`src/rtl/tomasula_types.sv`:
```
// rtl/tomasula_types.sv - shared types for the Tomasulo reorder buffer
// Contents: op_t instruction class, rob_entry_t per-entry state,
// rob_cstate_e commit FSM states, is_load/is_store helpers.
package tomasula_types;

  typedef enum logic [2:0] {
    OP_ALU    = 3'd0,
    OP_BRANCH = 3'd1,
    OP_LW     = 3'd2,
    OP_LH     = 3'd3,
    OP_LB     = 3'd4,
    OP_SW     = 3'd5,
    OP_SH     = 3'd6,
    OP_SB     = 3'd7
  } op_t;

  // rd holds the store data source register for stores
  typedef struct packed {
    op_t        op;
    logic [4:0] rd;
    logic       pred;
    logic       alloc;
    logic       done;
  } rob_entry_t;

  typedef enum logic {
    C_IDLE = 1'b0,
    C_MEM  = 1'b1
  } rob_cstate_e;

  function automatic logic is_load(input op_t op);
    return (op == OP_LW) || (op == OP_LH) || (op == OP_LB);
  endfunction

  function automatic logic is_store(input op_t op);
    return (op == OP_SW) || (op == OP_SH) || (op == OP_SB);
  endfunction

endpackage

```
`src/rtl/rob_wmask_gen.sv`:
```
// rtl/rob_wmask_gen.sv - byte write mask for the store at the ROB head
// Ports: i_op (instruction class), i_offset (addr[1:0]), o_wmask (byte enables).
// SW -> 1111, SH -> 0011<<off, SB -> 0001<<off, anything else -> 0000.
module rob_wmask_gen
  import tomasula_types::*;
(
  input  op_t        i_op,
  input  logic [1:0] i_offset,
  output logic [3:0] o_wmask
);

  always_comb begin
    o_wmask = 4'b0000;
    case (i_op)
      OP_SW:   o_wmask = 4'b1111;
      OP_SH:   o_wmask = 4'b0011 << i_offset;
      OP_SB:   o_wmask = 4'b0001 << i_offset;
      default: o_wmask = 4'b0000;
    endcase
  end

endmodule

```
`src/rtl/rob_param.sv`:
```
// rtl/rob_param.sv - parametrised in-order-commit reorder buffer
// Ports: alloc_* (program-order allocation, tag on alloc_idx), wb_set (done strobes),
// br_* (branch resolution; mispredict raises flush/ld_pc/flush_idx),
// mem_* / wmask (head load/store handshake), regfile_load / ld_commit_sel / commit_rd
// (commit), head_idx, entry_alloc / entry_done (per-entry status).
// Optional: ROB_PERF_CNT_EN adds saturating perf_commits / perf_flushes counters.
module rob_param
  import tomasula_types::*;
#(
  parameter  int DEPTH = 8,
  localparam int IDX_W = $clog2(DEPTH)
) (
  input  logic             clk,
  input  logic             rst,
  input  logic             alloc_valid,
  input  op_t              alloc_op,
  input  logic [4:0]       alloc_rd,
  input  logic [4:0]       alloc_st_src,
  input  logic             alloc_pred,
  output logic             alloc_ready,
  output logic [IDX_W-1:0] alloc_idx,
  input  logic [DEPTH-1:0] wb_set,
  input  logic             br_update,
  input  logic [IDX_W-1:0] br_idx,
  input  logic             br_taken,
  input  logic [1:0]       mem_offset,
  input  logic             mem_resp,
  output logic             mem_read,
  output logic             mem_write,
  output logic [3:0]       wmask,
  output logic             regfile_load,
  output logic             ld_commit_sel,
  output logic [4:0]       commit_rd,
  output logic [IDX_W-1:0] head_idx,
  output logic             flush,
  output logic             ld_pc,
  output logic [IDX_W-1:0] flush_idx,
  output logic [DEPTH-1:0] entry_alloc,
  output logic [DEPTH-1:0] entry_done
`ifdef ROB_PERF_CNT_EN
  ,
  output logic [31:0]      perf_commits,
  output logic [31:0]      perf_flushes
`endif
);

  localparam int CNT_W = IDX_W + 1;

  rob_entry_t       r_ent [DEPTH];
  logic [IDX_W-1:0] r_head, r_tail;
  logic [CNT_W-1:0] r_count;
  rob_cstate_e      r_cstate;
  logic             r_mem_read, r_mem_write;

  logic             w_head_rdy, w_full, w_pop, w_pop_alu, w_mem_done;
  logic             w_br_ok, w_mispred, w_alloc;
  logic [IDX_W-1:0] w_br_off;
  logic [DEPTH-1:0] w_squash;
  logic [3:0]       w_wmask;

  assign w_head_rdy = r_ent[r_head].alloc && r_ent[r_head].done;
  assign w_full     = (r_count == CNT_W'(DEPTH));
  assign w_pop_alu  = (r_cstate == C_IDLE) && w_head_rdy && (r_ent[r_head].op == OP_ALU);
  assign w_mem_done = (r_cstate == C_MEM) && mem_resp;
  assign w_pop      = w_pop_alu || w_mem_done ||
                      ((r_cstate == C_IDLE) && w_head_rdy && (r_ent[r_head].op == OP_BRANCH));

  assign w_br_ok   = br_update && r_ent[br_idx].alloc && (r_ent[br_idx].op == OP_BRANCH);
  assign w_mispred = w_br_ok && (br_taken != r_ent[br_idx].pred);
  assign w_br_off  = br_idx - r_head;

  // Squash by age relative to head so the test is wrap-safe
  always_comb begin
    w_squash = '0;
    for (int i = 0; i < DEPTH; i++)
      w_squash[i] = w_mispred && ((IDX_W'(i) - r_head) > w_br_off);
  end

  // A commit in the same cycle frees the head slot, so a full ROB can still accept
  assign alloc_ready   = (!w_full || w_pop) && !w_mispred;
  assign w_alloc       = alloc_valid && alloc_ready;
  assign alloc_idx     = r_tail;
  assign head_idx      = r_head;
  assign flush         = w_mispred;
  assign ld_pc         = w_mispred;
  assign flush_idx     = w_mispred ? br_idx : '0;
  assign regfile_load  = w_pop_alu || (w_mem_done && is_load(r_ent[r_head].op));
  assign ld_commit_sel = w_mem_done && is_load(r_ent[r_head].op);
  assign commit_rd     = r_ent[r_head].rd;
  assign mem_read      = r_mem_read;
  assign mem_write     = r_mem_write;
  assign wmask         = r_mem_write ? w_wmask : 4'b0000;

  always_comb begin
    entry_alloc = '0;
    entry_done  = '0;
    for (int i = 0; i < DEPTH; i++) begin
      entry_alloc[i] = r_ent[i].alloc;
      entry_done[i]  = r_ent[i].done;
    end
  end

  rob_wmask_gen u_wmask (
    .i_op     (r_ent[r_head].op),
    .i_offset (mem_offset),
    .o_wmask  (w_wmask)
  );

  // Entry state; later assignments take priority (squash/commit over writeback)
  always_ff @(posedge clk or posedge rst) begin
    if (rst) begin
      for (int i = 0; i < DEPTH; i++) r_ent[i] <= '0;
    end else begin
      for (int i = 0; i < DEPTH; i++) begin
        if (wb_set[i] && r_ent[i].alloc) r_ent[i].done <= 1'b1;
        if (w_squash[i])                 r_ent[i]      <= '0;
      end
      if (w_br_ok) r_ent[br_idx].done <= 1'b1;
      if (w_pop)   r_ent[r_head]      <= '0;
      if (w_alloc)
        r_ent[r_tail] <= '{op:    alloc_op,
                           rd:    is_store(alloc_op) ? alloc_st_src : alloc_rd,
                           pred:  alloc_pred && (alloc_op == OP_BRANCH),
                           alloc: 1'b1,
                           done:  1'b0};
    end
  end

  always_ff @(posedge clk or posedge rst) begin
    if (rst) begin
      r_head  <= '0;
      r_tail  <= '0;
      r_count <= '0;
    end else begin
      if (w_pop) r_head <= r_head + 1'b1;
      if (w_mispred) begin
        // Branch stays; entries head..br_idx survive, minus any commit this cycle
        r_tail  <= br_idx + 1'b1;
        r_count <= CNT_W'(w_br_off) + CNT_W'(1) - CNT_W'(w_pop);
      end else begin
        if (w_alloc) r_tail <= r_tail + 1'b1;
        r_count <= r_count + CNT_W'(w_alloc) - CNT_W'(w_pop);
      end
    end
  end

  // Commit FSM: memory ops at the head hold their request until mem_resp
  always_ff @(posedge clk or posedge rst) begin
    if (rst) begin
      r_cstate    <= C_IDLE;
      r_mem_read  <= 1'b0;
      r_mem_write <= 1'b0;
    end else begin
      case (r_cstate)
        C_IDLE: begin
          if (w_head_rdy && (is_load(r_ent[r_head].op) || is_store(r_ent[r_head].op))) begin
            r_cstate    <= C_MEM;
            r_mem_read  <= is_load(r_ent[r_head].op);
            r_mem_write <= is_store(r_ent[r_head].op);
          end
        end
        C_MEM: begin
          if (mem_resp) begin
            r_cstate    <= C_IDLE;
            r_mem_read  <= 1'b0;
            r_mem_write <= 1'b0;
          end
        end
        default: r_cstate <= C_IDLE;
      endcase
    end
  end

`ifdef ROB_PERF_CNT_EN
  logic [31:0] r_perf_commits, r_perf_flushes;

  always_ff @(posedge clk or posedge rst) begin
    if (rst) begin
      r_perf_commits <= '0;
      r_perf_flushes <= '0;
    end else begin
      if (w_pop && (r_perf_commits != '1))     r_perf_commits <= r_perf_commits + 1'b1;
      if (w_mispred && (r_perf_flushes != '1)) r_perf_flushes <= r_perf_flushes + 1'b1;
    end
  end

  assign perf_commits = r_perf_commits;
  assign perf_flushes = r_perf_flushes;
`endif

endmodule

```
`config.mk`:
```
export PLATFORM = sky130hd
export DESIGN_NAME = rob_param
export DESIGN_NICKNAME = d
export VERILOG_FILES = /design/src/rtl/tomasula_types.sv /design/src/rtl/rob_wmask_gen.sv /design/src/rtl/rob_param.sv
export SDC_FILE = /design/constraint.sdc
export NUM_CORES = 1
export LEC_CHECK = 0
export BUFFER_PORTS_ARGS = -buffer_cell sky130_fd_sc_hd__buf_2
export CORE_UTILIZATION = 51
export DETAILED_ROUTE_END_ITERATION = 16
export GPL_ROUTABILITY_DRIVEN = 1
export GPL_TIMING_DRIVEN = 1
export HOLD_SLACK_MARGIN = 0.02
export PLACE_DENSITY_LB_ADDON = 0.25
export SETUP_SLACK_MARGIN = 0.1
export SKIP_CTS_REPAIR_TIMING = 1
export SYNTH_ARGS = -nofsm -noshare
export SYNTH_HDL_FRONTEND = slang
export SYNTH_SLANG_ARGS = --single-unit
```
`constraint.sdc`:
```
create_clock -name clk -period 4.8 [get_ports clk]
set_input_delay 0.96 -clock clk [delete_from_list [all_inputs] [get_ports clk]]
set_output_delay 0.96 -clock clk [all_outputs]
set_load 0.005 [all_outputs]
```
# Word-level counts from Yosys, hierarchy flattened
# Index checks and enable logic that the tools add are counted.
[totals]
regBits = 101
inputBits = 33
out_inout_bits = 41
wordCells = 196
[op_classes]
add_sub_neg = 16
order_cmp = 14
eq_ne = 16
shift = 2
mux = 48
bitwise_logic = 6
reduce_logical = 48
[ops]
columns = ["operator", "n"]
rows = [
  ["88-bit 2-to-1 mux", 3],
  ["88-bit bitwise mux", 2],
  ["11-bit 2-to-1 mux", 14],
  ["11-bit demux with 3-bit select", 3],
  ["88-bit bitwise AND", 1],
  ["88-bit NOT", 1],
  ["11-bit binary-select mux with 3-bit select", 2],
  ["1-bit logical AND", 32],
  ["3-bit greater-than comparator", 8],
  ["3-bit equality test (second input constant)", 7],
  ["1-bit 2-to-1 mux", 14],
  ["4-bit greater-or-equal comparator (second input constant)", 3],
  ["4-bit by 1-bit < comparator with 1-bit output (second input constant)", 3],
  ["3-bit NOT with 4-bit output", 3],
  ["4-bit case mux with 3 select lines", 1],
  ["3-bit subtractor (first input constant)", 4],
  ["1-bit logical OR", 11],
  ["3-bit by 1-bit adder with 3-bit output (second input constant)", 3],
  ["3-bit by 1-bit equality test with 1-bit output (second input constant)", 3],
  ["3-bit 2-to-1 mux", 3],
  ["4-bit 2-to-1 mux", 2],
  ["4-bit by 1-bit subtractor with 4-bit output", 2],
  ["3-bit by 2-bit equality test with 1-bit output (second input constant)", 2],
  ["1-bit case mux with 2 select lines", 3],
  ["17 further kinds", 20],
]

# Logic depth before layout (Yosys ltp)
# Gate-level depths: netlist of run 1.
[depth]
word_depth = 15
depth_mapped = 16
ltp_nobuf = 13

# Hierarchy
# A second synthesis of run 1 with hierarchy kept.
[hier_totals]
hier_cells = 572
area_unflattened_um2 = 6263.5
[modules_own_cells]
columns = ["mod", "instances", "cells_each", "area_per_inst_um2", "seq_area_each_um2"]
rows = [
  ["rob_param", 1, 559, 6192.2, 2527.4],
  ["rob_wmask_gen", 1, 13, 71.3, 0.0],
]

# Worst setup path after synthesis of run 1
# Ideal clock, no wire load.
[synth_path]
path_kind = "input-to-reg"
startpoint = "input br_idx[2]"
endpoint = "register r_count[2]"
setup_ns = 0.083
t_arrival_ns = 3.708
t_required_ns = 4.717
setup_slack_ns = 1.009
cell_stages = 15
cell_sequence = "buf_6 > and2b_1 > a221oi_2 > a22oi_1 > a2111oi_4 > nand3_1 > clkbuf_1 > nand3_1 > ha_1 > inv_1 > ha_1 > inv_1 > fa_1 > xor2_1 > o21ai_0"
[synth_via]
elab_chain_len = 13
[synth_lines]
columns = ["item", "line_no", "text"]
rows = [
  ["from (decl)", "rob_param.sv:24", "input logic [IDX_W-1:0] br_idx,"],
  ["3-bit NOT with 4-bit output (not written as such)", "rob_param.sv:68, rob_param.sv:69", ""],
  ["11-bit binary-select mux with 3-bit select", "rob_param.sv:68, rob_param.sv:69", ""],
  ["11-bit 2-to-1 mux (not written as such) (2 in series)", "rob_param.sv:69", "assign w_mispred = w_br_ok && (br_taken != r_ent[br_idx].pred);"],
  ["3-bit by 1-bit equality test with 1-bit output or 1-bit logical AND (tied branches)", "rob_param.sv:68", "assign w_br_ok = br_update && r_ent[br_idx].alloc && (r_ent[br_idx].op == OP_BRANCH);"],
  ["1-bit logical AND", "rob_param.sv:68", ""],
  ["1-bit logical AND", "rob_param.sv:69", ""],
  ["1-bit zero test", "rob_param.sv:80", "assign alloc_ready = (!w_full || w_pop) && !w_mispred;"],
  ["1-bit logical AND", "rob_param.sv:80", ""],
  ["1-bit logical AND", "rob_param.sv:81", "assign w_alloc = alloc_valid && alloc_ready;"],
  ["4-bit by 1-bit adder with 4-bit output", "rob_param.sv:142", "r_count <= r_count + CNT_W'(w_alloc) - CNT_W'(w_pop);"],
  ["4-bit by 1-bit subtractor with 4-bit output", "rob_param.sv:142", ""],
  ["4-bit 2-to-1 mux *", "rob_param.sv:136", "if (w_mispred) begin"],
  ["to (signal assigned)", "rob_param.sv:139", "r_count <= CNT_W'(w_br_off) + CNT_W'(1) - CNT_W'(w_pop);"],
  ["to (signal assigned)", "rob_param.sv:142", ""],
  ["to (decl)", "rob_param.sv:51", "logic [CNT_W-1:0] r_count;"],
]
# Mark *: on every way between the ends. The rest lies on a longest branch, timed or not. The select of a mux whose other input is x is not followed.
# A chain may end at the register's enable or synchronous reset.

# Worst setup path in the final report of run 1
[layout_path]
startpoint = "register r_head[0] (netlist: head_idx[0])"
endpoint = "output regfile_load"
[layout_via]
elab_chain_len = 9
[layout_lines]
columns = ["item", "line_no", "text"]
rows = [
  ["from (decl)", "rob_param.sv:50", "logic [IDX_W-1:0] r_head, r_tail;"],
  ["from (signal assigned)", "rob_param.sv:135", "if (w_pop) r_head <= r_head + 1'b1;"],
  ["3-bit NOT with 4-bit output (not written as such) *", "rob_param.sv:61, rob_param.sv:63, rob_param.sv:87", ""],
  ["11-bit binary-select mux with 3-bit select *", "rob_param.sv:61, rob_param.sv:63, rob_param.sv:87", ""],
  ["11-bit 2-to-1 mux (not written as such) * (2 in series)", "rob_param.sv:63, rob_param.sv:87", ""],
  ["3-bit by 2-bit equality test with 1-bit output", "tomasula_types.sv:32", "return (op == OP_LW) || (op == OP_LH) || (op == OP_LB);"],
  ["1-bit logical OR (2 in series)", "tomasula_types.sv:32", ""],
  ["1-bit logical AND", "rob_param.sv:87", "assign regfile_load = w_pop_alu || (w_mem_done && is_load(r_ent[r_head].op));"],
  ["1-bit logical OR *", "rob_param.sv:87", ""],
  ["to (decl)", "rob_param.sv:31", "output logic regfile_load,"],
]
# Marked as above.

==> results of run 1 <==
[state kept, by name, indices dropped and copies added (netlist names)]
name / flops
r_ent: 72
alloc_idx: 3
mem_write: 1
entry_alloc: 8
mem_read: 1
r_cstate: 1
r_count: 4
head_idx: 3
entry_done: 8
[metrics by stage]
stage               setup WS, ps  instances  power [mW]  cell area, µm²
finish                     586.1        856       5.285            7201
global route               397.2        856       5.621            7201
CTS                        612.7        856       5.242            7201
detailed placement         541.4        840       4.451            6889
global placement           616.7        840       4.336            6889
floorplan                   1009        638       3.668            6540
[placed cells by master (no fill, tap or decap), drive strengths merged, types with 2 or more instances in the layout]
cell,n
clkinv,2
a32o,30
inv,36
a31oi,8
o21ai,45
nor2b,4
clkbuf,10
a22o,2
dfrtp,101
maj3,2
xor2,6
a31o,4
a21o,12
and2b,2
fa,2
nand2,43
nand3,68
a211oi,6
mux2,19
nor3b,2
nor3,7
ha,22
o32ai,2
o21bai,5
o31ai,10
a21boi,3
mux4,18
mux2i,10
a21oi,19
nor2,13
and2,10
buf,93
and3,19
xnor2,10
nand3b,3
nand4,15
a32oi,5
[layer usage]
layer  part of all wire, %  vias up  wire length (µm)
met4                   3.6        0               708
li1                      -     2439                 -
met2                    49      295              9665
met1                    40     2848              7841
met5                     0        -                 0
met3                   8.2       54              1620
[final timing paths]
kind                                         to  slack [ps]  cells past startpoint
setup / recovery                   regfile_load         590                      7
hold / removal             mem_read$_DFFE_PP0P_         510                      2
setup reg to reg            r_ent[29]$_DFF_PP0_        1040                     11
hold reg to reg            mem_read$_DFFE_PP0P_         510                      2
max in group asynchronous    r_ent[5]$_DFF_PP0_        3050                      3
min in group asynchronous    r_ent[4]$_DFF_PP0_         800                      2
[logic make-up (layout without fill, tap and decap cells)]
family / Yosys count / count (layout)
muxes: 47 / 47
AOI/OAI and AO/OA: 162 / 162
adders and majority gates: 26 / 26
DFF: 101 / 101
xor gates and xnor gates: 16 / 16
buffers and inverters: 97 / 143
and+or+nand+nor: 189 / 189
[tightest hold or removal path, cell delays in order, from the launching register on]
cell and delay (ps):
dfrtp_1 340, nand3_1 60, o21ai_0 70
[power groups by stage]
| stage | sequential [mW] | clock (mW) | combinational [mW] |
|---|---|---|---|
| floorplan | 1.43 | 0 | 2.24 |
| global placement | 1.55 | 0 | 2.78 |
| detailed placement | 1.56 | 0 | 2.89 |
| CTS | 1.55 | 0.782 | 2.91 |
| global route | 1.60 | 0.812 | 3.21 |
| finish | 1.57 | 0.776 | 2.94 |
[cell type report]
| type | count | area share, % |
|---|---|---|
| multi-input cells | 440 | 48.62 |
| flip-flops and latches | 101 | 35.10 |
| repair buffers | 93 | 7.159 |
| clock buffers | 10 | 3.180 |
| well taps | 172 | 2.989 |
| inverters | 34 | 1.807 |
| clock inverters | 6 | 1.147 |
==> out/qor.csv, run 1 <==
metric,value,unit
status,"complete, no violations",
max-cap-violations,0,
ys_ff_latch,101,
ir_drop,0.3167,mV
p_leak,3.249,nW
top_usage_layer,met2,
worstHoldStart,mem_read$_DFFE_PP0P_,
crit_chain,buf_4 -> mux4_2 -> mux2i_1 -> a21oi_1 -> nor3_1 -> a31o_2 -> buf_2,
synth_area_per_cell,10.25,µm²
synth-simple-area-share,15.17,%
synth_nets,695,
hold_viol,0,
dp_hpwl,14.03,mm
cpPeakStageDelay,750,ps
grt_pass1_vias,5663,
detail-route-antenna-nets,0,
p_sw,2.323,mW
synth_compound_area_share,19.44,%
clk_transition_reported_paths,70,ps
syn_area,0.006540,mm²
hold_ws,510.6,ps
setup_tns,0,ps
grt.total_usage,31.48,%
ys_async_sr_fraction,100.0,%
cts_root_buf,clkbuf_16,
use_met2,53.41,%
post-synth-top-count-cell,dfrtp_1,
die_w,115.2,µm
place_congestion,0.9112,
period_needed,4214,ps
grt_util_met1,38.65,%
worst_slew_pin_slew,1002,ps
cpMaxStageDelayCell,dfrtp_1,
cts_buffers,9,
p_int,2.962,mW
grt_pass1_wl,30.93,mm
wirelength,19.84,mm
cts_tree,done,
crit_buf_inv,2,
setup_violations,0,
cp_data_required_time,3840,ps
grt_max_degree,74,
slew_headroom,32.68,%
synth-edff-count,0,
area_growth,10.10,%
critPathLaunch,head_idx[0]$_DFFE_PP0N_,
seqCellArea,0.002527,mm²
slew_violations,0,
yosys_warnings,0,
htreeDepth,3,
dieArea,0.01328,mm²
synth_top_family_by_area,compound AO/OA/AOI/OAI gates,
min_path_type,flop to flop,
nFillCells,1127,
num_rows,41,
antenna_found_initial,0,
synthXorXnorAreaFrac,2.143,%
grt_util_met3,6.273,%
powerDensity,733.9,mW/mm²
dieHeight,115.2,µm
worst_setup_path_end_kind,output pin,
swShare,43.95,%
cts_max_path_buffers,2,
first_pass_iters,5,
comb_power_share,55.7,%
synth_seq_area_share,38.65,%
rsz0062_at_grt,no,
pwr-share-clk,14.7,%
start_util,52.04,%
synth.top_cell.area_share,38.65,%
drcViolationCount,0,
synthTopCellsByArea,"dfrtp_1 39%, mux4_2 6.2%, nand3_1 5.1%",
portBuffers,73,
criticalPathCategory,flop to output pin,
synth_cell_type_count,67,
synthTopCellsByCount,"101 x dfrtp_1, 67 x nand3_1, 43 x nand2_1",
vias,5636,
grt_remaining_overflow,0,
cts_sinks,101,
fin_worst_skew,8.209,ps
nNetsFinal,736,
wl_per_cell,23.17,µm
fin_util,57.29,%
avgViaCountPerCell,6.584,
synth-adder-area-share,5.127,%
synthFlopType,dfrtp_1,
core-area,0.01257,mm²
clk_latency,360,ps
power_frac_seq,29.6,%
fmax,0.2373,GHz
ios,74,
crit_family,multiplexers,
period_share,87.79,%
start_kind,flop,
dr.first_iter.drc_count,631,
drive_gt1_share,26.17,%
arrival,3250,ps
worst-path-max-fanout,12,
multi_input_area,0.003501,mm²
yosys.area.top_type,dfrtp_1,
syn_inst,638,
antennaDiodeCount,0,
r2r_start,head_idx[0]$_DFFE_PP0N_,
synthMuxAreaShare,11.52,%
Power figures use the tool's default switching activity.
==> run 2: changes to the inputs <==
--- a/config.mk
+++ b/config.mk
@@ -11,7 +11,7 @@
 export GPL_ROUTABILITY_DRIVEN = 1
 export GPL_TIMING_DRIVEN = 1
 export HOLD_SLACK_MARGIN = 0.02
-export PLACE_DENSITY_LB_ADDON = 0.25
+export PLACE_DENSITY_LB_ADDON = 0.05
 export SETUP_SLACK_MARGIN = 0.1
 export SKIP_CTS_REPAIR_TIMING = 1
 export SYNTH_ARGS = -nofsm -noshare
==> out/qor.csv, run 2 (synthesized netlist as in run 1, its figures left out) <==
metric,value,unit,change
drcViolationCount,0,,unchanged
clk_latency,360,ps,about the same
top_register,r_ent,,
dr.first_iter.drc_count,513,,-19%
fmax,0.2448,GHz,+3.2%
grt_pass1_wl,30.19,mm,-2.4%
die_w,115.2,µm,unchanged
min_path_type,flop to flop,,
setup_violations,0,,unchanged
cts_tree,done,,
rsz0062_at_grt,no,,
grt_remaining_overflow,0,,unchanged
fin_worst_skew,6.412,ps,-1.797 ps
ios,74,,unchanged
slew_violations,0,,unchanged
portBuffers,73,,unchanged
antenna_found_initial,0,,unchanged
power_frac_seq,29.0,%,-0.6 points
dieHeight,115.2,µm,unchanged
start_kind,input pin,,
comb_power_share,56.3,%,+0.6 points
num_rows,41,,unchanged
first_pass_iters,5,,unchanged
fin_cells,860,,+0.47%
grt_max_degree,76,,+2.7%
criticalPathCategory,input pin to output pin,,
pwr-share-clk,14.7,%,about the same
drive_gt1_share,26.60,%,+0.43 points
p_int,3.000,mW,+1.3%
cts_sinks,101,,unchanged
status,"complete, no violations",,
dp_hpwl,13.98,mm,-0.34%
report.power.total,5.265,mW,-0.36%
detail-route-antenna-nets,0,,unchanged
nFillCells,1090,,-3.3%
vias,5480,,-2.8%
wl_per_cell,22.64,µm,-2.3%
period_needed,4085,ps,-128.9 ps
dieArea,0.01328,mm²,unchanged
worst_setup_path_end_kind,output pin,,
cts_buffers,9,,unchanged
cp_data_required_time,3840,ps,about the same
slew_headroom,31.24,%,-1.4 points
largest_reg_flops,72,,unchanged
cts_root_buf,clkbuf_16,,
final_common_cell,dfrtp_1,,
dp_cells,844,,+0.48%
worst-path-max-fanout,22,,+10
powerDensity,728.2,mW/mm²,-0.78%
htreeDepth,3,,unchanged
design_area,0.007231,mm²,+0.42%
place_congestion,0.8489,,-6.8%
area_growth,10.56,%,
layout_common_cells,"101 x dfrtp_1, 73 x buf_2, 67 x nand3_1",,
grt.total_usage,31.02,%,-0.46 points
antennaDiodeCount,0,,unchanged
p_sw,2.266,mW,-2.5%
arrival,3120,ps,-130 ps
start_util,52.04,%,unchanged
timing.final.ws_setup,715.1,ps,+128.9 ps
reg2reg_slack,1010,ps,-30 ps
p_leak,3.269,nW,+0.62%
nNetsFinal,740,,+0.54%
dpl_cell_area,0.006919,mm²,+0.44%
worst_slew_pin_slew,1023,ps,+21.29 ps
period_share,85.10,%,-2.7 points
avgViaCountPerCell,6.372,,-3.2%
cts_max_path_buffers,2,,unchanged
wirelength,19.47,mm,-1.9%
setup_tns,0,ps,unchanged
clk_transition_reported_paths,70,ps,about the same
hold_viol,0,,unchanged
swShare,43.03,%,-0.92 points
ir_drop,0.2260,mV,-29%
grt_pass1_vias,5253,,-7.2%
max-cap-violations,0,,unchanged
core-area,0.01257,mm²,unchanged
place_ws,639.9,ps,+98.49 ps
[run 2: cell count changes in the layout (fill, tap and decap cells not counted), sizes merged]
cell / before / now
clkinv: 2 / 1
clkbuf: 10 / 12
buf: 93 / 97
inv: 36 / 35
[run 2: worst paths after layout]
path                                          from                   end  cells after the start
max reg2reg                head_idx[0]$_DFFE_PP0N_  r_count[2]$_DFF_PP0_                     13
max                                      br_idx[0]           alloc_ready                      9
min reg2reg                   mem_read$_DFFE_PP0P_  mem_read$_DFFE_PP0P_                      2
min in group asynchronous                      rst    r_ent[4]$_DFF_PP0_                      2
min                           mem_read$_DFFE_PP0P_  mem_read$_DFFE_PP0P_                      2
max in group asynchronous                      rst  r_count[2]$_DFF_PP0_                      3
[run 2: through the flow]
stage / hold slack (ps) / util [%]
5_1_grt: 545.5 / 57.53
3_3_place_gp: 485.2 / 55.05
4_1_cts: 505.7 / 57.53
3_5_place_dp: 489.7 / 55.05
2_1_floorplan: 487.6 / -
6_report: 498.6 / 57.53
[run 2: area by class of cell]
type,instances,area (µm²),share of cell area (%)
Sequential cell,101,2527,34.95
Multi-Input combinational cell,440,3501,48.42
Inverter,34,130.1,1.800
Clock inverter,4,55.05,0.7614
Tap cell,172,215.2,2.976
Timing Repair Buffer,97,545.5,7.545
Clock buffer,12,256.5,3.547
[run 2: layer usage]
metal	wire, µm	part of all wire (%)	vias up	GRT usage, %
met5	0	0	-	0
met4	642	3.3	0	14.55
met3	1383	7.1	38	3.585
met2	9468	49	250	50.76
met1	7975	41	2732	41.37
li1	-	-	2460	-
[run 2: critical path: stages]
cell,delay (ps)
buf_2,100
buf_4,300
mux2_2,410
a32o_1,210
a211oi_1,430
a2111oi_4,70
buf_4,210
a31oi_4,260
buf_2,170
[run 2: power groups by stage]
stage | sequential (mW) | combinational, mW | clock, mW
global placement | 1.53 | 2.88 | 0
detailed placement | 1.53 | 2.94 | 0
finish | 1.53 | 2.96 | 0.773
floorplan | 1.43 | 2.24 | 0
CTS | 1.52 | 2.95 | 0.782
global route | 1.57 | 3.26 | 0.816
==> run 3: changes to the inputs <==
--- a/config.mk
+++ b/config.mk
@@ -12,6 +12,7 @@
 export GPL_TIMING_DRIVEN = 1
 export HOLD_SLACK_MARGIN = 0.02
 export PLACE_DENSITY_LB_ADDON = 0.05
+export RECOVER_POWER = 25
 export SETUP_SLACK_MARGIN = 0.1
 export SKIP_CTS_REPAIR_TIMING = 1
 export SYNTH_ARGS = -nofsm -noshare
==> out/qor.csv, run 3 (synthesized netlist as in run 1, its figures left out) <==
metric,value,unit,change
p_int,3.000,mW,about the same
grt_pass1_vias,5253,,unchanged
place_congestion,0.8489,,unchanged
grt_remaining_overflow,0,,unchanged
arrival,3120,ps,about the same
ios,74,,unchanged
start_kind,input pin,,
cp_data_required_time,3840,ps,about the same
report.power.total,5.263,mW,about the same
crit_buf_inv,4,,unchanged
setup_tns,0,ps,unchanged
fin_cells,860,,unchanged
period_share,85.04,%,about the same
core-area,0.01257,mm²,unchanged
portBuffers,73,,unchanged
first_pass_iters,5,,unchanged
avgViaCountPerCell,6.369,,about the same
rsz0062_at_grt,no,,
crit_family,compound AO/OA/AOI/OAI gates,,
setup_violations,0,,unchanged
drcViolationCount,0,,unchanged
pwr-share-clk,14.7,%,about the same
cts_sinks,101,,unchanged
nNetsFinal,740,,unchanged
nFillCells,1090,,unchanged
die_w,115.2,µm,unchanged
clk_latency,360,ps,about the same
grt_pass1_wl,30.19,mm,unchanged
final_common_cell,dfrtp_1,,
ir_drop,0.2246,mV,-0.60%
min_path_type,flop to flop,,
crit_chain,buf_2 -> buf_4 -> mux2_2 -> a32o_1 -> a211oi_1 -> a2111oi_4 -> buf_4 -> a31oi_4 -> buf_2,,
antennaDiodeCount,0,,unchanged
wl_per_cell,22.63,µm,about the same
dieHeight,115.2,µm,unchanged
hold_viol,0,,unchanged
slew_headroom,-92.00,%,-120 points
wirelength,19.46,mm,about the same
dp_cells,844,,unchanged
worst_slew_pin_slew,2880,ps,+1857 ps
design_area,0.007228,mm²,about the same
max-cap-violations,1,,+1
fmax,0.2450,GHz,about the same
swShare,43.01,%,about the same
comb_power_share,56.3,%,about the same
detail-route-antenna-nets,0,,unchanged
status,"finished, violations left",,
top_register,r_ent,,
dieArea,0.01328,mm²,unchanged
failed_checks,"capacitance limit, slew limit",,
start_util,52.04,%,unchanged
area_growth,10.52,%,about the same
power_frac_seq,29.0,%,about the same
seqCellArea,0.002527,mm²,unchanged
num_rows,41,,unchanged
worst-path-max-fanout,22,,unchanged
drive_gt1_share,26.45,%,-0.15 points
powerDensity,728.2,mW/mm²,about the same
worst_setup_path_end_kind,output pin,,
cpPeakStageDelay,430,ps,about the same
fin_worst_skew,5.828,ps,-0.5842 ps
layout_common_cells,"101 x dfrtp_1, 73 x buf_2, 67 x nand3_1",,
slew_violations,76,,+76
cts_root_buf,clkbuf_16,,
htreeDepth,3,,unchanged
largest_reg_flops,72,,unchanged
clk_transition_reported_paths,70,ps,about the same
cts_max_path_buffers,2,,unchanged
period_needed,4082,ps,-3.081 ps
dr.first_iter.drc_count,514,,+0.19%
hold_ws,498.6,ps,-0.01200 ps
antenna_found_initial,0,,unchanged
cts_buffers,9,,unchanged
criticalPathCategory,input pin to output pin,,
grt.total_usage,31.02,%,unchanged
cpMaxStageDelayCell,a211oi_1,,
cts_tree,done,,
p_leak,3.269,nW,about the same
dpl_cell_area,0.006919,mm²,unchanged
grt_max_degree,76,,unchanged
multi_input_area,0.003501,mm²,unchanged
p_sw,2.264,mW,about the same
dp_hpwl,13.98,mm,unchanged
vias,5477,,-0.055%
run 3: final cells by class:
class / instances / area share, %
Clock buffer: 12 / 3.549
Sequential cell: 101 / 34.97
Multi-Input combinational cell: 440 / 48.43
Inverter: 34 / 1.766
Tap cell: 172 / 2.977
Clock inverter: 4 / 0.7616
Timing Repair Buffer: 97 / 7.547
run 3: final timing paths:
path                                   endpoint  cells after the start                     from  slack, ps
max                                 alloc_ready                      9                br_idx[0]        720
min                        mem_read$_DFFE_PP0P_                      2     mem_read$_DFFE_PP0P_        500
max reg2reg                r_count[2]$_DFF_PP0_                     13  head_idx[0]$_DFFE_PP0N_       1020
min reg2reg                mem_read$_DFFE_PP0P_                      2     mem_read$_DFFE_PP0P_        500
max in group asynchronous   r_ent[71]$_DFF_PP0_                      2                      rst       1520
min in group asynchronous    r_ent[4]$_DFF_PP0_                      2                      rst       1610
run 3: metrics by stage:
stage	utilization [%]	setup slack (ps)
CTS	57.53	758.6
detailed placement	55.05	639.9
finish	57.51	718.1
global route	57.51	598.2
global placement	55.05	673.8
floorplan	-	1009
run 3: layer usage:
metal	vias up	GRT usage (%)	wire [µm]
met5	-	0	0
li1	2458	-	-
met3	39	3.585	1330
met4	0	14.55	648
met1	2732	41.37	7992
met2	248	50.76	9491
run 3: tightest hold or removal path: cells and delay by family, from the launching register on:
| kind | cells | cell delay [ps] |
|---|---|---|
| AND/OR/NAND/NOR | 1 | 60 |
| AO/OA/AOI/OAI | 1 | 60 |
| flip-flops | 1 | 340 |
run 3: power groups by stage:
stage	registers (mW)	logic [mW]	clock network, mW
2_1_floorplan	1.43	2.24	0
3_3_place_gp	1.53	2.88	0
6_report	1.53	2.96	0.772
5_1_grt	1.57	3.26	0.816
4_1_cts	1.52	2.95	0.782
3_5_place_dp	1.53	2.94	0
